<file path="src/rtl/vanilla_saif_window_ctrl.sv">
// Global SAIF enable controller: merges per-tile dumper requests into one
// registered enable, tracks recording windows and enforces a window limit.
module vanilla_saif_window_ctrl #(
   parameter  int num_tiles_p         = 16,
   parameter  int cycle_count_width_p = 32,
   parameter  int max_windows_p       = 1,
   localparam int tile_cnt_width_lp   = $clog2(num_tiles_p + 1)
) (
   input  logic                           clk_i,
   input  logic                           reset_n_i,
   input  logic [num_tiles_p-1:0]         saif_en_i,
   output logic                           saif_en_o,
   output logic                           toggle_start_o,
   output logic                           toggle_stop_o,
   output logic                           done_o,
   output logic [tile_cnt_width_lp-1:0]   active_tiles_o,
   output logic [15:0]                    window_count_o,
   output logic [cycle_count_width_p-1:0] enabled_cycles_o,
   output logic                           overlap_err_o
);

   typedef enum logic [1:0] {
      IDLE   = 2'd0,
      ACTIVE = 2'd1,
      DONE   = 2'd2
   } state_e;

   state_e                 state_r;
   state_e                 state_next_s;
   logic [num_tiles_p-1:0] req_r;
   logic [num_tiles_p-1:0] req_d_r;
   logic                   any_req_s;
   logic                   start_s;
   logic                   stop_s;
   logic                   limit_hit_s;
   logic [15:0]            window_next_s;

   function automatic logic [tile_cnt_width_lp-1:0] popcount(input logic [num_tiles_p-1:0] v);
      logic [tile_cnt_width_lp-1:0] cnt;
      cnt = '0;
      for (int i = 0; i < num_tiles_p; i++) begin
         cnt = cnt + tile_cnt_width_lp'(v[i]);
      end
      return cnt;
   endfunction

   assign any_req_s     = |req_r;
   assign window_next_s = window_count_o + 16'd1;
   assign limit_hit_s   = (max_windows_p != 0) && (window_next_s == 16'(max_windows_p));

   // Window state machine: next state and pulse requests
   always_comb begin
      state_next_s = state_r;
      start_s      = 1'b0;
      stop_s       = 1'b0;
      case (state_r)
         IDLE: begin
            if (any_req_s) begin
               state_next_s = ACTIVE;
               start_s      = 1'b1;
            end else begin
               state_next_s = IDLE;
            end
         end
         ACTIVE: begin
            if (!any_req_s) begin
               stop_s = 1'b1;
               if (limit_hit_s) begin
                  state_next_s = DONE;
               end else begin
                  state_next_s = IDLE;
               end
            end else begin
               state_next_s = ACTIVE;
            end
         end
         DONE: begin
            state_next_s = DONE;
         end
         default: begin
            state_next_s = IDLE;
         end
      endcase
   end

   // Input stage; popcount is taken from the same sample so it always matches req_r
   always_ff @(posedge clk_i or negedge reset_n_i) begin
      if (!reset_n_i) begin
         req_r          <= '0;
         req_d_r        <= '0;
         active_tiles_o <= '0;
      end else begin
         req_r          <= saif_en_i;
         req_d_r        <= req_r;
         active_tiles_o <= popcount(saif_en_i);
      end
   end

   // State and registered control outputs, derived from the next state
   always_ff @(posedge clk_i or negedge reset_n_i) begin
      if (!reset_n_i) begin
         state_r        <= IDLE;
         saif_en_o      <= 1'b0;
         toggle_start_o <= 1'b0;
         toggle_stop_o  <= 1'b0;
         done_o         <= 1'b0;
      end else begin
         state_r        <= state_next_s;
         saif_en_o      <= (state_next_s == ACTIVE);
         toggle_start_o <= start_s;
         toggle_stop_o  <= stop_s;
         done_o         <= (state_next_s == DONE);
      end
   end

   // Window / enabled-cycle counters and sticky overlap flag
   always_ff @(posedge clk_i or negedge reset_n_i) begin
      if (!reset_n_i) begin
         window_count_o   <= 16'd0;
         enabled_cycles_o <= '0;
         overlap_err_o    <= 1'b0;
      end else begin
         if (stop_s) begin
            window_count_o <= window_next_s;
         end
         if ((state_r == ACTIVE) && !(&enabled_cycles_o)) begin
            enabled_cycles_o <= enabled_cycles_o + cycle_count_width_p'(1);
         end
         if ((state_r == ACTIVE) && (|(req_r & ~req_d_r))) begin
            overlap_err_o <= 1'b1;
         end
      end
   end

endmodule

</file>
<file path="config.mk">
export PLATFORM = sky130hd
export DESIGN_NAME = vanilla_saif_window_ctrl
export DESIGN_NICKNAME = d
export VERILOG_FILES = /design/src/rtl/vanilla_saif_window_ctrl.sv
export SDC_FILE = /design/constraint.sdc
export NUM_CORES = 1
export LEC_CHECK = 0
export CAP_MARGIN = 25
export CORE_ASPECT_RATIO = 0.5
export CORE_MARGIN = 2
export CORE_UTILIZATION = 43
export DETAILED_ROUTE_END_ITERATION = 10
export PLACE_DENSITY = 0.77
export SETUP_SLACK_MARGIN = 0.5
export SYNTH_ARGS = -nofsm -noshare
export SYNTH_HDL_FRONTEND = slang
export SYNTH_SLANG_ARGS = --single-unit
</file>
<file path="constraint.sdc">
create_clock -name clk_i -period 4.7 [get_ports clk_i]
set_input_delay 0.705 -clock clk_i [delete_from_list [all_inputs] [get_ports clk_i]]
set_output_delay 0.705 -clock clk_i [all_outputs]
set_load 0.005 [all_outputs]
</file>
==> results of run 1 <==
## cells in the final DEF, fill, tap and decap left out, types with 4 or more instances in the layout
cell / instances
sky130_fd_sc_hd__nor2_1: 25
sky130_fd_sc_hd__ha_1: 8
sky130_fd_sc_hd__and3_1: 7
sky130_fd_sc_hd__nand4_1: 13
sky130_fd_sc_hd__clkdlybuf4s50_1: 74
sky130_fd_sc_hd__dfrtp_1: 92
sky130_fd_sc_hd__xnor2_1: 23
sky130_fd_sc_hd__a221oi_1: 4
sky130_fd_sc_hd__inv_1: 49
sky130_fd_sc_hd__o22ai_1: 4
sky130_fd_sc_hd__fa_1: 10
sky130_fd_sc_hd__nand3_1: 20
sky130_fd_sc_hd__nand2_1: 24
sky130_fd_sc_hd__clkbuf_16: 9
sky130_fd_sc_hd__nor4_1: 9
sky130_fd_sc_hd__nor3_1: 12
sky130_fd_sc_hd__and4_1: 5
sky130_fd_sc_hd__xor2_1: 28
sky130_fd_sc_hd__o211ai_1: 4
## cells by family (layout without fill, tap and decap cells)
group	count (synthesis)	count (layout)	synth area share [%]
AO/OA/AOI/OAI	27	27	4.73
XOR/XNOR	51	51	10.6
adder cells (fa/ha/maj)	18	18	7.14
buffers and inverters	56	142	5.00
flip-flops	92	92	54.8
multiplexers	4	4	0.982
AND/OR/NAND/NOR	131	131	16.8
## routing by layer
layer / vias up / track usage (%)
li1: 1434 / -
met3: 5 / 6.45
met4: 0 / 3.92
met2: 53 / 27.6
met1: 1449 / 24.4
met5: - / 0
## flip-flops by register name, summed over array words and instances, names as in the netlist
register          cells
overlap_err_o         1
window_count_o       16
toggle_start_o        1
active_tiles_o        5
toggle_stop_o         1
enabled_cycles_o     32
done_o                1
state_r               2
saif_en_o             1
req_r                16
req_d_r              16
## worst min-delay path by stage
stage / startpoint / endpoint / slack, ns / cells past startpoint
2_1_floorplan: req_r[11] / req_d_r[11] / 0.37 / 0
3_3_place_gp: req_r[8] / req_d_r[8] / 0.39 / 0
3_5_place_dp: req_r[3] / req_d_r[3] / 0.39 / 0
4_1_cts: reset_n_i / active_tiles_o[4] / 0.39 / 1
5_1_grt: reset_n_i / req_r[8] / 0.41 / 1
6_report: reset_n_i / active_tiles_o[4] / 0.36 / 1
## critical path, stage by stage
cell,delay [ns]
sky130_fd_sc_hd__clkdlybuf4s50_1,0.49
sky130_fd_sc_hd__inv_1,0.08
sky130_fd_sc_hd__fa_1,0.56
sky130_fd_sc_hd__fa_1,0.47
sky130_fd_sc_hd__fa_1,0.56
sky130_fd_sc_hd__fa_1,0.41
sky130_fd_sc_hd__inv_1,0.07
sky130_fd_sc_hd__ha_1,0.17
sky130_fd_sc_hd__inv_1,0.06
sky130_fd_sc_hd__fa_1,0.40
sky130_fd_sc_hd__nor2b_1,0.13
sky130_fd_sc_hd__o21a_1,0.11
## final cells by class
class	instances	area, sq um
repair buffers	76	756
clock inverters	5	61.3
well taps	135	169
multi-input cells	231	1690
clock buffers	11	243
fillers	799	4070
inverters	50	188
flip-flops and latches	92	2300
## power groups by stage
stage | Clock [mW] | Sequential, mW | Combinational [mW]
3_5_place_dp | 0 | 0.909 | 0.312
3_3_place_gp | 0 | 0.907 | 0.302
4_1_cts | 0.742 | 0.895 | 0.320
2_1_floorplan | 0 | 0.903 | 0.160
6_report | 0.726 | 0.893 | 0.311
5_1_grt | 0.782 | 0.903 | 0.356
## stage by stage
step / power (mW) / util, %
finish: 1.93 / 57.1
global route: 2.04 / 57.1
CTS: 1.96 / 57.1
detailed placement: 1.22 / 53.9
global placement: 1.21 / 53.9
floorplan: 1.06 / -
==> results.cfg, run 1 <==
[run_status]
status = finished clean

[setup_path]
r2r_end = enabled_cycles_o[1]
cp_data_required_time_ns = 4.99
critPathKind = in2reg
crit_start = saif_en_i[0]
worst_setup_path_end_kind = flip-flop
crit_fanout = 2
rr_worst_depth = 5
crit_path_end = active_tiles_o[4]
cp.arrival_ns = 4.21
rrSetupSlack_ns = 2.53
critical_path.reg2reg.startpoint = enabled_cycles_o[11]
crit_path_start_kind = primary input

[sta]
setup_tns_ns = 0
relSlewSlack_pct = 53.4
period_needed_ns = 3.92
clock_skew_ns = 0.00572
setup-violations-final = 0
rsz0062_at_grt = false
fmax_ghz = 0.255
worst_slack_ns = 0.783
final.hold.worst_slack_ns = 0.364
finalHoldViolCount = 0
maxSlewViolCount = 0
finalCritPeriodShare_pct = 83.3
actual_slew_at_the_worst_max_slew_pin_ns = 0.698

[yosys]
netlist_top_cells_area = sky130_fd_sc_hd__dfrtp_1 55%, sky130_fd_sc_hd__xor2_1 5.8%, sky130_fd_sc_hd__xnor2_1 4.8%
mappedNetlistNets = 415
ys_seq_area_share_pct = 54.8
yosysUniqueCellTypes = 43
synth-edff-count = 0
postSynthRegisterBits = 92
asyncSetResetFlopFracSynth_pct = 100
synthFlopType = sky130_fd_sc_hd__dfrtp_1
synth_area_sq_um = 4200
synthCells = 379
synth_commonest_cells = 92 x sky130_fd_sc_hd__dfrtp_1, 49 x sky130_fd_sc_hd__inv_1, 28 x sky130_fd_sc_hd__xor2_1, 25 x sky130_fd_sc_hd__nor2_1, 24 x sky130_fd_sc_hd__nand2_1
synthMostInstantiatedCell = sky130_fd_sc_hd__dfrtp_1
avgSynthCellArea_sq_um = 11.1
synth-warning-count = 0
post-synth-top-area-cell = sky130_fd_sc_hd__dfrtp_1
synth_top_area_share_pct = 54.8

[routing]
highest_layer = met4
routed-wl-met2_um = 3940
wl_met3_um = 366
postRouteWirelength_um = 8460
vias_per_cell = 4.90
detailroute.via_count = 2941
remaining_drc_errors = 0
final_antenna_net_count = 0
drt_iter0_drc = 187
drt-met1-wl_um = 4090
drt-pass1-iter-count = 4
wl_per_cell_um = 14.1

[job]
timing.max_cap.violations = 0

[die]
die_area_sq_um = 10600
initial_cell_density_of_the_core_pct = 44.4
die_w_um = 144
die-height_um = 73.9
io_pins = 76
placeableCoreArea_sq_um = 9480
placementRows = 25

[clocking]
htree_num_levels = 3
cts_root_buf = sky130_fd_sc_hd__clkbuf_16
cts_hold_buffers = 0
post_cts_buffers = 0
maximum_count_of_clock_buffers_along_a_single_path = 2
post_cts_resize_count = 0
cts_buffers = 9
worst_skew_pair.late_latency_ns = 0.35
cts.reportedPaths.clkPinSlew_ns = 0.06
tritoncts = built
tritoncts_num_sinks = 92

[final_layout]
final_cell_count_no_fill = 600
insertedDiodeCount = 0
final_net_count = 496
area.growth.synth_to_final_pct = 28.7
postLayoutCellArea_sq_um = 5410
drive_above_1_share_pct = 5.38

[global_route]
grtUsageTotal_pct = 17.8
grt_pass1_wl_um = 14200
largest_net_degree_at_the_start_of_global_routing = 49
number_of_global_route_vias_before_repair = 2884
grt-ovfl-total = 0
grt_antenna_before_repair = 0

[pwr]
power.static_leakage_nw = 2.51
power.net_switching_mw = 0.478
power_switching_share_pct = 24.7
cellInternalPower_mw = 1.45
clkPwrFrac_pct = 37.6
cellPowerDensity_nw_per_um2 = 357
comb_power_share_pct = 16.1
seq_power_share_pct = 46.3
ir_worst_vdd_v = 0.000182

[placed_design]
gp_routability_congestion = 0.790
detailedPlacementHpwl_um = 6160
port_buffers = 75
dp.cells = 584
dpl-instance-area_sq_um = 5110
pre_cts_ws_ns = 0.491

[min_path]
worst_hold_path_type = in2async
(Power assumes the default switching activity.)
==> run 2, diff against run 1 <==
==> constraint.sdc (replaced) <==
create_clock -name clk_i -period 3.7 [get_ports clk_i]
set_input_delay 0.555 -clock clk_i [delete_from_list [all_inputs] [get_ports clk_i]]
set_output_delay 0.555 -clock clk_i [all_outputs]
set_load 0.005 [all_outputs]
==> run 2 against run 1 <==
Effect of this change:
- first-iteration DRC count up 7.5%
- combinational power up 40%
- clock-buffer cell count unchanged
- critical path depth down 1
- largest power group unchanged
- worst hold slack worse by 0.12 ns
- sequential cell count unchanged
- final cell count up 0.67%
==> results.cfg, run 2 (synthesized netlist as in run 1, its figures left out) <==
[sta]
setup-violations-final = 0
worst_slack_ns = 0.493
period_needed_ns = 3.21
rsz0062_at_grt = true
final.hold.worst_slack_ns = 0.242
clock_skew_ns = 0.00630
actual_slew_at_the_worst_max_slew_pin_ns = 0.755
fmax_ghz = 0.312
finalCritPeriodShare_pct = 86.7
relSlewSlack_pct = 49.6
maxSlewViolCount = 0
setup_tns_ns = 0
finalHoldViolCount = 0

[job]
timing.max_cap.violations = 0

[clocking]
worst_skew_pair.late_latency_ns = 0.34
cts_root_buf = sky130_fd_sc_hd__clkbuf_16
tritoncts_num_sinks = 92
cts_buffers = 9
cts_hold_buffers = 0
tritoncts = built
htree_num_levels = 3
maximum_count_of_clock_buffers_along_a_single_path = 2
cts.reportedPaths.clkPinSlew_ns = 0.06

[placed_design]
pre_cts_ws_ns = -0.329
detailedPlacementHpwl_um = 6240
dpl-instance-area_sq_um = 5140
dp.cells = 587
gp_routability_congestion = 0.845
port_buffers = 75

[die]
placementRows = 25
die_area_sq_um = 10600
io_pins = 76
die-height_um = 73.9
initial_cell_density_of_the_core_pct = 44.4
die_w_um = 144
placeableCoreArea_sq_um = 9480

[final_layout]
postLayoutCellArea_sq_um = 5460
final_cell_count_no_fill = 604
layout.cells.most_common_list = 92 x sky130_fd_sc_hd__dfrtp_1, 65 x sky130_fd_sc_hd__clkdlybuf4s50_1, 38 x sky130_fd_sc_hd__inv_1
final_net_count = 500
drive_above_1_share_pct = 11.3
insertedDiodeCount = 0
area.growth.synth_to_final_pct = 29.9
largest_reg_flops = 32
postLayoutCoreUtil_pct = 57.6
regMostFlops = enabled_cycles_o
most_common_cell_after_layout_fill_and_taps_aside = sky130_fd_sc_hd__dfrtp_1

[setup_path]
worst_setup_path_end_kind = flip-flop
critical-path-slowest-cell = sky130_fd_sc_hd__fa_1
crit_path_start_kind = primary input
critPathKind = in2reg
cp_slowest_stage_delay_ns = 0.57
crit_fanout = 2
cp.arrival_ns = 3.44
cp_data_required_time_ns = 3.94
cp_cell_sequence = buf_6 > inv_2 > fa_1 > fa_2 > fa_1 > fa_1 > inv_1 > ha_2 > inv_2 > fa_2 > inv_2

[pwr]
comb_power_share_pct = 17.1
cellInternalPower_mw = 1.93
cellPowerDensity_nw_per_um2 = 465
power.net_switching_mw = 0.607
clkPwrFrac_pct = 38.4
power_switching_share_pct = 23.9
power.static_leakage_nw = 2.55
seq_power_share_pct = 44.6
ir_worst_vdd_v = 0.000228
post-layout-total-power_mw = 2.54

[routing]
drt-pass1-iter-count = 4
postRouteWirelength_um = 8440
final_antenna_net_count = 0
drt_iter0_drc = 201
wl_per_cell_um = 14.0
vias_per_cell = 4.90
detailroute.via_count = 2962
remaining_drc_errors = 0

[global_route]
grt-ovfl-total = 0
grtUsageTotal_pct = 17.8
number_of_global_route_vias_before_repair = 2886
use_met1_pct = 25.9
global_route.usage.met3_pct = 4.63
grt_pass1_wl_um = 14500
largest_net_degree_at_the_start_of_global_routing = 53
grt-busiest-layer = met2
gr-usage-met2_pct = 26.1
grt_antenna_before_repair = 0

[min_path]
worst_hold_path_type = in2async

[run_status]
status = finished clean
run 2: path summary, 6_finish.rpt:
kind	from	endpoint	slack, ns	cells after the start
max in group asynchronous	reset_n_i	enabled_cycles_o[0]	2.65	2
worst max register to register	req_r[11]	window_count_o[4]	1.46	6
worst min-delay path	reset_n_i	active_tiles_o[0]	0.24	1
worst max-delay path	saif_en_i[9]	active_tiles_o[1]	0.49	11
min in group clk_i	saif_en_i[5]	req_r[5]	0.32	1
worst min register to register	req_r[4]	req_d_r[4]	0.41	0
run 2: area by class of cell:
class                   instances  area (sq um)
repair buffers                 80           772
clock buffers                  11           243
inverters                      50           198
fillers                       784          4020
multi-input cells             231          1700
flip-flops and latches         92          2300
well taps                     135           169
clock inverters                 5          75.1
run 2: timing repair:
action	in CTS	in global routing
pin swaps	7	6
setup buffers	0	1
gates resized for setup	48	4
setup endpoints to repair	4	4
run 2: routing by layer:
layer	wire, um	up-vias
li1	-	1434
met3	303	8
met5	0	-
met2	3840	67
met1	4200	1453
met4	100	0
run 2: worst max-delay path: cells and delay by family:
kind | cells | cell delay [ns]
buf+inv | 5 | 0.24
fa+ha+maj | 6 | 2.66
run 2: power groups by stage:
stage,combinational [mW],clock [mW],sequential (mW)
2_1_floorplan,0.217,0,1.15
3_3_place_gp,0.420,0,1.15
3_5_place_dp,0.430,0,1.15
4_1_cts,0.433,0.995,1.13
5_1_grt,0.486,1.05,1.15
6_report,0.434,0.975,1.13
